<file path="src/rtl/wlfsr_pattern_gen.sv">
// ---------------------------------------------------------------------------
// wlfsr_pattern_gen
//
// Weighted-LFSR test-pattern generator. A Galois LFSR drives CHANNELS output
// bits. Each bit is the AND of the top (weight_sel+1) bits of its own
// GROUP-wide slice of the LFSR, so it is 1 with probability 2^-(weight_sel+1).
// A start/abort FSM (IDLE/RUN/DONE) runs bounded or free-running bursts. The
// pattern stream uses valid/ready handshaking, and the LFSR steps only on an
// accepted beat.
//
// Optional feature macro: WLFSR_STATS_EN
//   defined   : ones_count / pat_count report burst statistics
//   undefined : both outputs are tied to 0 and the popcount logic is removed
//
// Ports
//   clk, reset    clock, synchronous active-high reset
//   start         begin a burst (accepted only in IDLE)
//   abort         end a burst early (RUN only, no done pulse)
//   seed          LFSR start value (0 is replaced by 1, which sets seed_zero)
//   weight_sel    AND depth minus one (saturates to GROUP-1)
//   invert        invert every channel output
//   num_patterns  burst length in beats, 0 = free-running
//   pat_data      weighted pattern, bit c = channel c
//   pat_valid     pat_data valid (RUN)
//   pat_ready     consumer accepts the beat when pat_valid && pat_ready
//   busy          FSM not IDLE
//   done          one-cycle pulse after normal burst completion
//   seed_zero     sticky flag: an all-zero seed was substituted
//   ones_count    total ones in accepted beats
//   pat_count     accepted beats in the current or last burst
//
// WIDTH must be at least CHANNELS*GROUP.
// ---------------------------------------------------------------------------
module wlfsr_pattern_gen #(
   parameter int                WIDTH    = 20,
   parameter logic [WIDTH-1:0]  TAPS     = WIDTH'(20'h00008),
   parameter int                CHANNELS = 5,
   parameter int                GROUP    = 4,
   parameter int                SEL_W    = (GROUP > 1) ? $clog2(GROUP) : 1,
   parameter int                CNT_W    = 32
) (
   input  logic                clk,
   input  logic                reset,
   input  logic                start,
   input  logic                abort,
   input  logic [WIDTH-1:0]    seed,
   input  logic [SEL_W-1:0]    weight_sel,
   input  logic                invert,
   input  logic [CNT_W-1:0]    num_patterns,
   output logic [CHANNELS-1:0] pat_data,
   output logic                pat_valid,
   input  logic                pat_ready,
   output logic                busy,
   output logic                done,
   output logic                seed_zero,
   output logic [CNT_W-1:0]    ones_count,
   output logic [CNT_W-1:0]    pat_count
);

   typedef enum logic [1:0] {S_IDLE, S_RUN, S_DONE} state_e;

   state_e               state_q, state_d;
   logic [WIDTH-1:0]     lfsr_q, lfsr_d;
   logic [SEL_W-1:0]     weight_q, weight_d;
   logic                 invert_q, invert_d;
   logic [CNT_W-1:0]     num_q, num_d;
   logic [CNT_W-1:0]     beat_cnt_q, beat_cnt_d;
   logic                 seed_zero_q, seed_zero_d;

   logic                 start_acc;
   logic                 accept;
   logic [CNT_W-1:0]     beat_cnt_inc;
   logic [WIDTH-1:0]     lfsr_step;
   logic [SEL_W-1:0]     weight_sat;
   logic [CHANNELS-1:0]  raw;

   assign start_acc    = (state_q == S_IDLE) && start;
   assign accept       = pat_valid && pat_ready;
   assign beat_cnt_inc = beat_cnt_q + CNT_W'(1);

   // Galois step: rotate left, and fold the outgoing MSB into every tapped
   // stage above bit 0. Bit 0 always takes the MSB, so TAPS[0] is ignored.
   assign lfsr_step = {lfsr_q[WIDTH-2:0], lfsr_q[WIDTH-1]}
                    ^ ({TAPS[WIDTH-1:1], 1'b0} & {WIDTH{lfsr_q[WIDTH-1]}});

   // The compare is done at 32 bits so that it stays meaningful when
   // SEL_W can encode values of GROUP or more.
   assign weight_sat = (32'(weight_sel) > 32'(GROUP - 1)) ? SEL_W'(GROUP - 1)
                                                          : weight_sel;

   // ---------------- FSM: state register ----------------
   // NOTE: every clocked block uses non-blocking (<=) assignments, so all
   // registers update together from values sampled before the edge.
   always_ff @(posedge clk) begin
      if (reset) state_q <= S_IDLE;
      else       state_q <= state_d;
   end

   // ---------------- FSM: next state ----------------
   // NOTE: each combinational block assigns a default first. An output left
   // unassigned on any path would otherwise be inferred as a latch.
   always_comb begin
      state_d = state_q;
      unique case (state_q)
         S_IDLE: if (start) state_d = S_RUN;
         S_RUN: begin
            // abort takes priority over completing on the last beat
            if (abort)
               state_d = S_IDLE;
            else if (accept && (num_q != '0) && (beat_cnt_inc == num_q))
               state_d = S_DONE;
         end
         S_DONE: state_d = S_IDLE;
         default: state_d = S_IDLE;
      endcase
   end

   // ---------------- FSM: outputs ----------------
   always_comb begin
      pat_valid = (state_q == S_RUN);
      busy      = (state_q != S_IDLE);
      done      = (state_q == S_DONE);
   end

   // ---------------- datapath next state ----------------
   always_comb begin
      lfsr_d      = lfsr_q;
      weight_d    = weight_q;
      invert_d    = invert_q;
      num_d       = num_q;
      beat_cnt_d  = beat_cnt_q;
      seed_zero_d = seed_zero_q;
      if (start_acc) begin
         // An all-zero state would lock the LFSR, so 1 is loaded instead.
         lfsr_d      = (seed == '0) ? WIDTH'(1) : seed;
         seed_zero_d = (seed == '0);
         weight_d    = weight_sat;
         invert_d    = invert;
         num_d       = num_patterns;
         beat_cnt_d  = '0;
      end else if (accept) begin
         lfsr_d     = lfsr_step;
         beat_cnt_d = beat_cnt_inc;
      end
   end

   always_ff @(posedge clk) begin
      if (reset) begin
         lfsr_q      <= '0;
         weight_q    <= '0;
         invert_q    <= 1'b0;
         num_q       <= '0;
         beat_cnt_q  <= '0;
         seed_zero_q <= 1'b0;
      end else begin
         lfsr_q      <= lfsr_d;
         weight_q    <= weight_d;
         invert_q    <= invert_d;
         num_q       <= num_d;
         beat_cnt_q  <= beat_cnt_d;
         seed_zero_q <= seed_zero_d;
      end
   end

   assign seed_zero = seed_zero_q;

   // ---------------- weighting ----------------
   // Channel c ANDs bits g, g-1, ..., g-k of its slice, where g is the top bit
   // of the slice and k is the latched weight.
   always_comb begin
      raw = '1;
      for (int c = 0; c < CHANNELS; c++) begin
         for (int j = 0; j < GROUP; j++) begin
            if (j <= int'(weight_q))
               raw[c] = raw[c] & lfsr_q[c*GROUP + GROUP - 1 - j];
         end
      end
   end

   assign pat_data = raw ^ {CHANNELS{invert_q}};

   // ---------------- statistics ----------------
`ifdef WLFSR_STATS_EN
   logic [CNT_W-1:0] ones_q, ones_d;
   logic [CNT_W-1:0] popcnt;

   always_comb begin
      popcnt = '0;
      for (int c = 0; c < CHANNELS; c++) popcnt = popcnt + CNT_W'(pat_data[c]);
   end

   always_comb begin
      ones_d = ones_q;
      if (start_acc)   ones_d = '0;
      else if (accept) ones_d = ones_q + popcnt;
   end

   always_ff @(posedge clk) begin
      if (reset) ones_q <= '0;
      else       ones_q <= ones_d;
   end

   assign ones_count = ones_q;
   assign pat_count  = beat_cnt_q;
`else
   assign ones_count = '0;
   assign pat_count  = '0;
`endif

endmodule

</file>
<file path="config.mk">
export PLATFORM = sky130hd
export DESIGN_NAME = wlfsr_pattern_gen
export DESIGN_NICKNAME = d
export VERILOG_FILES = /design/src/rtl/wlfsr_pattern_gen.sv
export SDC_FILE = /design/constraint.sdc
export NUM_CORES = 1
export LEC_CHECK = 0
export ABC_AREA = 0
export CAP_MARGIN = 20
export CELL_PAD_IN_SITES_DETAIL_PLACEMENT = 0
export CELL_PAD_IN_SITES_GLOBAL_PLACEMENT = 1
export CORE_MARGIN = 2
export CORE_UTILIZATION = 37
export CTS_BUF_LIST = sky130_fd_sc_hd__clkbuf_2 sky130_fd_sc_hd__clkbuf_4 sky130_fd_sc_hd__clkbuf_8
export DETAILED_ROUTE_END_ITERATION = 8
export GPL_ROUTABILITY_DRIVEN = 0
export PLACE_DENSITY = 0.84
export SLEW_MARGIN = 20
export SYNTH_ARGS = -nofsm -noshare
export SYNTH_HDL_FRONTEND = slang
export SYNTH_SLANG_ARGS = --single-unit
</file>
<file path="constraint.sdc">
create_clock -name clk -period 3.62 [get_ports clk]
set_input_delay 0.905 -clock clk [delete_from_list [all_inputs] [get_ports clk]]
set_output_delay 0.905 -clock clk [all_outputs]
set_load 0.005 [all_outputs]
</file>
==> flow_summary.json <==
{
  "yosys.area.top_type": "dfxtp_1",
  "hold_buffers": 0,
  "outcome": "completed",
  "holdPathStages": 2,
  "setup_ws_ns": 0.5807,
  "synthSimpleGateAreaFrac_pct": 28.24,
  "crit_chain": "ha_1 -> nand4_1 -> nor4_4 -> and2_1 -> nand2_1 -> a2111oi_0 -> o2111ai_1 -> nor4_2 -> and4bb_1",
  "drive_above_1_share_pct": 4.588,
  "avgRoutedWirePerCell_um": 14.26,
  "period_needed_ns": 3.039,
  "io_pins": 133,
  "synth_most_common_cell": "nand2_1",
  "max_stage_delay_ns": 0.47,
  "tns_ns": 0,
  "antenna_found_initial": 0,
  "via_per_inst": 5.114,
  "die_h_um": 122.7,
  "cp_slowest_cell": "nor4_4",
  "cts_resized": 0,
  "cts_setup_buffers": 0,
  "critPathArrivalTime_ns": 3.35,
  "drv_slew": 0,
  "first_pass_iters": 5,
  "htreeDepth": 3,
  "synth_fa_ha_area_share_pct": 0.2402,
  "cts_tree": "done",
  "grt_pass1_wl_um": 21120,
  "synth_cells": 689,
  "ys_types": 52,
  "initial_core_util_pct": 37.68,
  "cts_num_sinks": 90,
  "core_area_sq_mm": 0.01383,
  "clk_latency_ns": 0.37,
  "die_x_um": 122.7,
  "finalWirelength_um": 13130,
  "synth_top_area_share_pct": 34.58,
  "rsz0062_at_grt": "no",
  "syn_area_per_cell_sq_um": 7.562,
  "port_buffers": 68,
  "async_flop_share_pct": 0,
  "num_antenna_cells": 0,
  "grt_max_degree": 36,
  "setup_viol_count_final": 0,
  "cp-start-kind": "flop",
  "ant_nets": 0,
  "seq_area_frac_synth_pct": 34.58,
  "drc": 0,
  "gr-usage-all-layers_pct": 17.69,
  "clockRootBuffer": "clkbuf_8",
  "synth-edff-count": 0,
  "worst_pin_slew_ns": 0.7523,
  "clockBufferDepth": 2,
  "area.growth.synth_to_final_pct": 14.60,
  "synth_area_leaders": "dfxtp_1, buf_4, nand2_1, xnor2_1, xor2_1",
  "synth_area_sq_mm": 0.005210,
  "fin_util_pct": 43.18,
  "clkSlewWorstSetupHoldPaths_ns": 0.09,
  "synth_top_family_by_area": "simple AND/OR/NAND/NOR gates",
  "crit_path_end_kind": "flop",
  "r2r_cells": 9,
  "maxCapViolations": 0,
  "yosys_warnings": 0,
  "num_vias": 4710,
  "leakagePower_nw": 2.176,
  "synth_common_cells": "nand2_1, dfxtp_1, buf_4, nor2_1, a21oi_1",
  "rows": 43,
  "fin_nets": 797,
  "clock_skew_ns": 0.009237,
  "power_density_mw_per_mm2": 358.4,
  "period_share_pct": 83.96,
  "fmax_mhz": 329.0,
  "synth_compound_area_share_pct": 11.62,
  "crit_fanout": 6,
  "synth-xor-area-share_pct": 12.44,
  "grt-ovfl-total": 0,
  "dp_hpwl_um": 9747,
  "hold_path_class": "reg -> reg",
  "irDropWorstVdd_mv": 0.1787,
  "ys_ff_latch": 90,
  "synth_mux_area_share_pct": 0.4083,
  "required_ns": 3.93,
  "dp_slack_ns": 0.6031,
  "final-hold-violation-count": 0,
  "grt_pass1_vias": 4294,
  "relSlewSlack_pct": 49.38,
  "synthFlopType": "dfxtp_1",
  "drtIter0Drc": 206,
  "filler_cell_count": 1393,
  "fp.dieArea_sq_mm": 0.01505,
  "critPathKind": "reg -> reg",
  "cts_buffers": 9
}
-- critical path, delay by kind of cell (launching register included) --
family	cells	cell delay (ns)
AND/OR/NAND/NOR	6	1.61
flip-flops	1	0.42
AO/OA/AOI/OAI	2	0.70
adder cells (fa/ha/maj)	1	0.25
-- path summary, 6_finish.rpt --
| path | start | to | slack [ns] |
|---|---|---|---|
| setup / recovery | beat_cnt_q[0] | state_q[1] | 0.58 |
| hold / removal | lfsr_q[0] | lfsr_q[1] | 0.48 |
| setup reg to reg | beat_cnt_q[0] | state_q[1] | 0.58 |
| hold reg to reg | lfsr_q[0] | lfsr_q[1] | 0.48 |
-- cell families (layout without fill, tap and decap cells) --
group / count (synthesis) / count (layout)
adders and majority gates: 1 / 1
AOI/OAI and AO/OA: 105 / 105
buffers and inverters: 106 / 95
xor gates and xnor gates: 74 / 74
other: 1 / 64
DFF: 90 / 90
muxes: 2 / 2
and+or+nand+nor: 310 / 310
-- layer usage --
| layer | GRT usage (%) | share of wire [%] | vias up |
|---|---|---|---|
| met2 | 28.00 | 46 | 176 |
| met4 | 7.399 | 2.4 | 0 |
| met3 | 3.485 | 5.6 | 26 |
| met1 | 23.45 | 46 | 2192 |
| met5 | 0 | 0 | - |
| li1 | - | - | 2316 |
-- state kept, by name, indices dropped and copies added (netlist names) --
name and cells:
state_q 2, seed_zero 1, lfsr_q 20, weight_q 2, beat_cnt_q 32, invert_q 1, num_q 32
-- final cells by class --
| class | count | area, sq um | share of cell area (%) |
|---|---|---|---|
| Sequential cell | 90 | 1802 | 30.18 |
| Inverter | 5 | 18.77 | 0.3143 |
| Clock inverter | 6 | 65.06 | 1.090 |
| Timing Repair Buffer | 74 | 720.7 | 12.07 |
| Clock buffer | 10 | 137.6 | 2.305 |
| Multi-Input combinational cell | 556 | 3002 | 50.27 |
| Tap cell | 180 | 225.2 | 3.772 |
-- power by group --
group | internal (W) | leakage (nW) | switching [W]
clock | 0.000339 | 0.103 | 0.000363
sequential | 0.00104 | 0.736 | 0.0000517
combinational | 0.000166 | 1.34 | 0.000183
total | 0.00154 | 2.18 | 0.000597
-- placed cells by master (no fill, tap or decap), drive strengths merged, types with 6 or more instances in the layout --
master,instances
a21oi,51
a31oi,6
and3,6
buf,7
clkbuf,10
clkdlybuf4s50,67
conb,64
dfxtp,90
inv,6
nand2,121
nand3,22
nand4,13
nor2,64
nor3,30
nor4,21
o21ai,17
o22ai,19
or3,11
xnor2,41
xor2,33
-- through the flow --
step | std cells | cell area [sq um] | hold WS (ns) | total power (W)
6_report | 921 | 5971 | 0.4850 | 0.002140
5_1_grt | 921 | 5971 | 0.5125 | 0.002241
4_1_cts | 921 | 5971 | 0.4822 | 0.002161
3_5_place_dp | 905 | 5768 | 0.4658 | 0.001457
3_3_place_gp | 905 | 5768 | 0.4568 | 0.001452
2_1_floorplan | 752 | 5446 | 0.4527 | 0.001351
No activity file was read; power rests on OpenSTA's default activity.
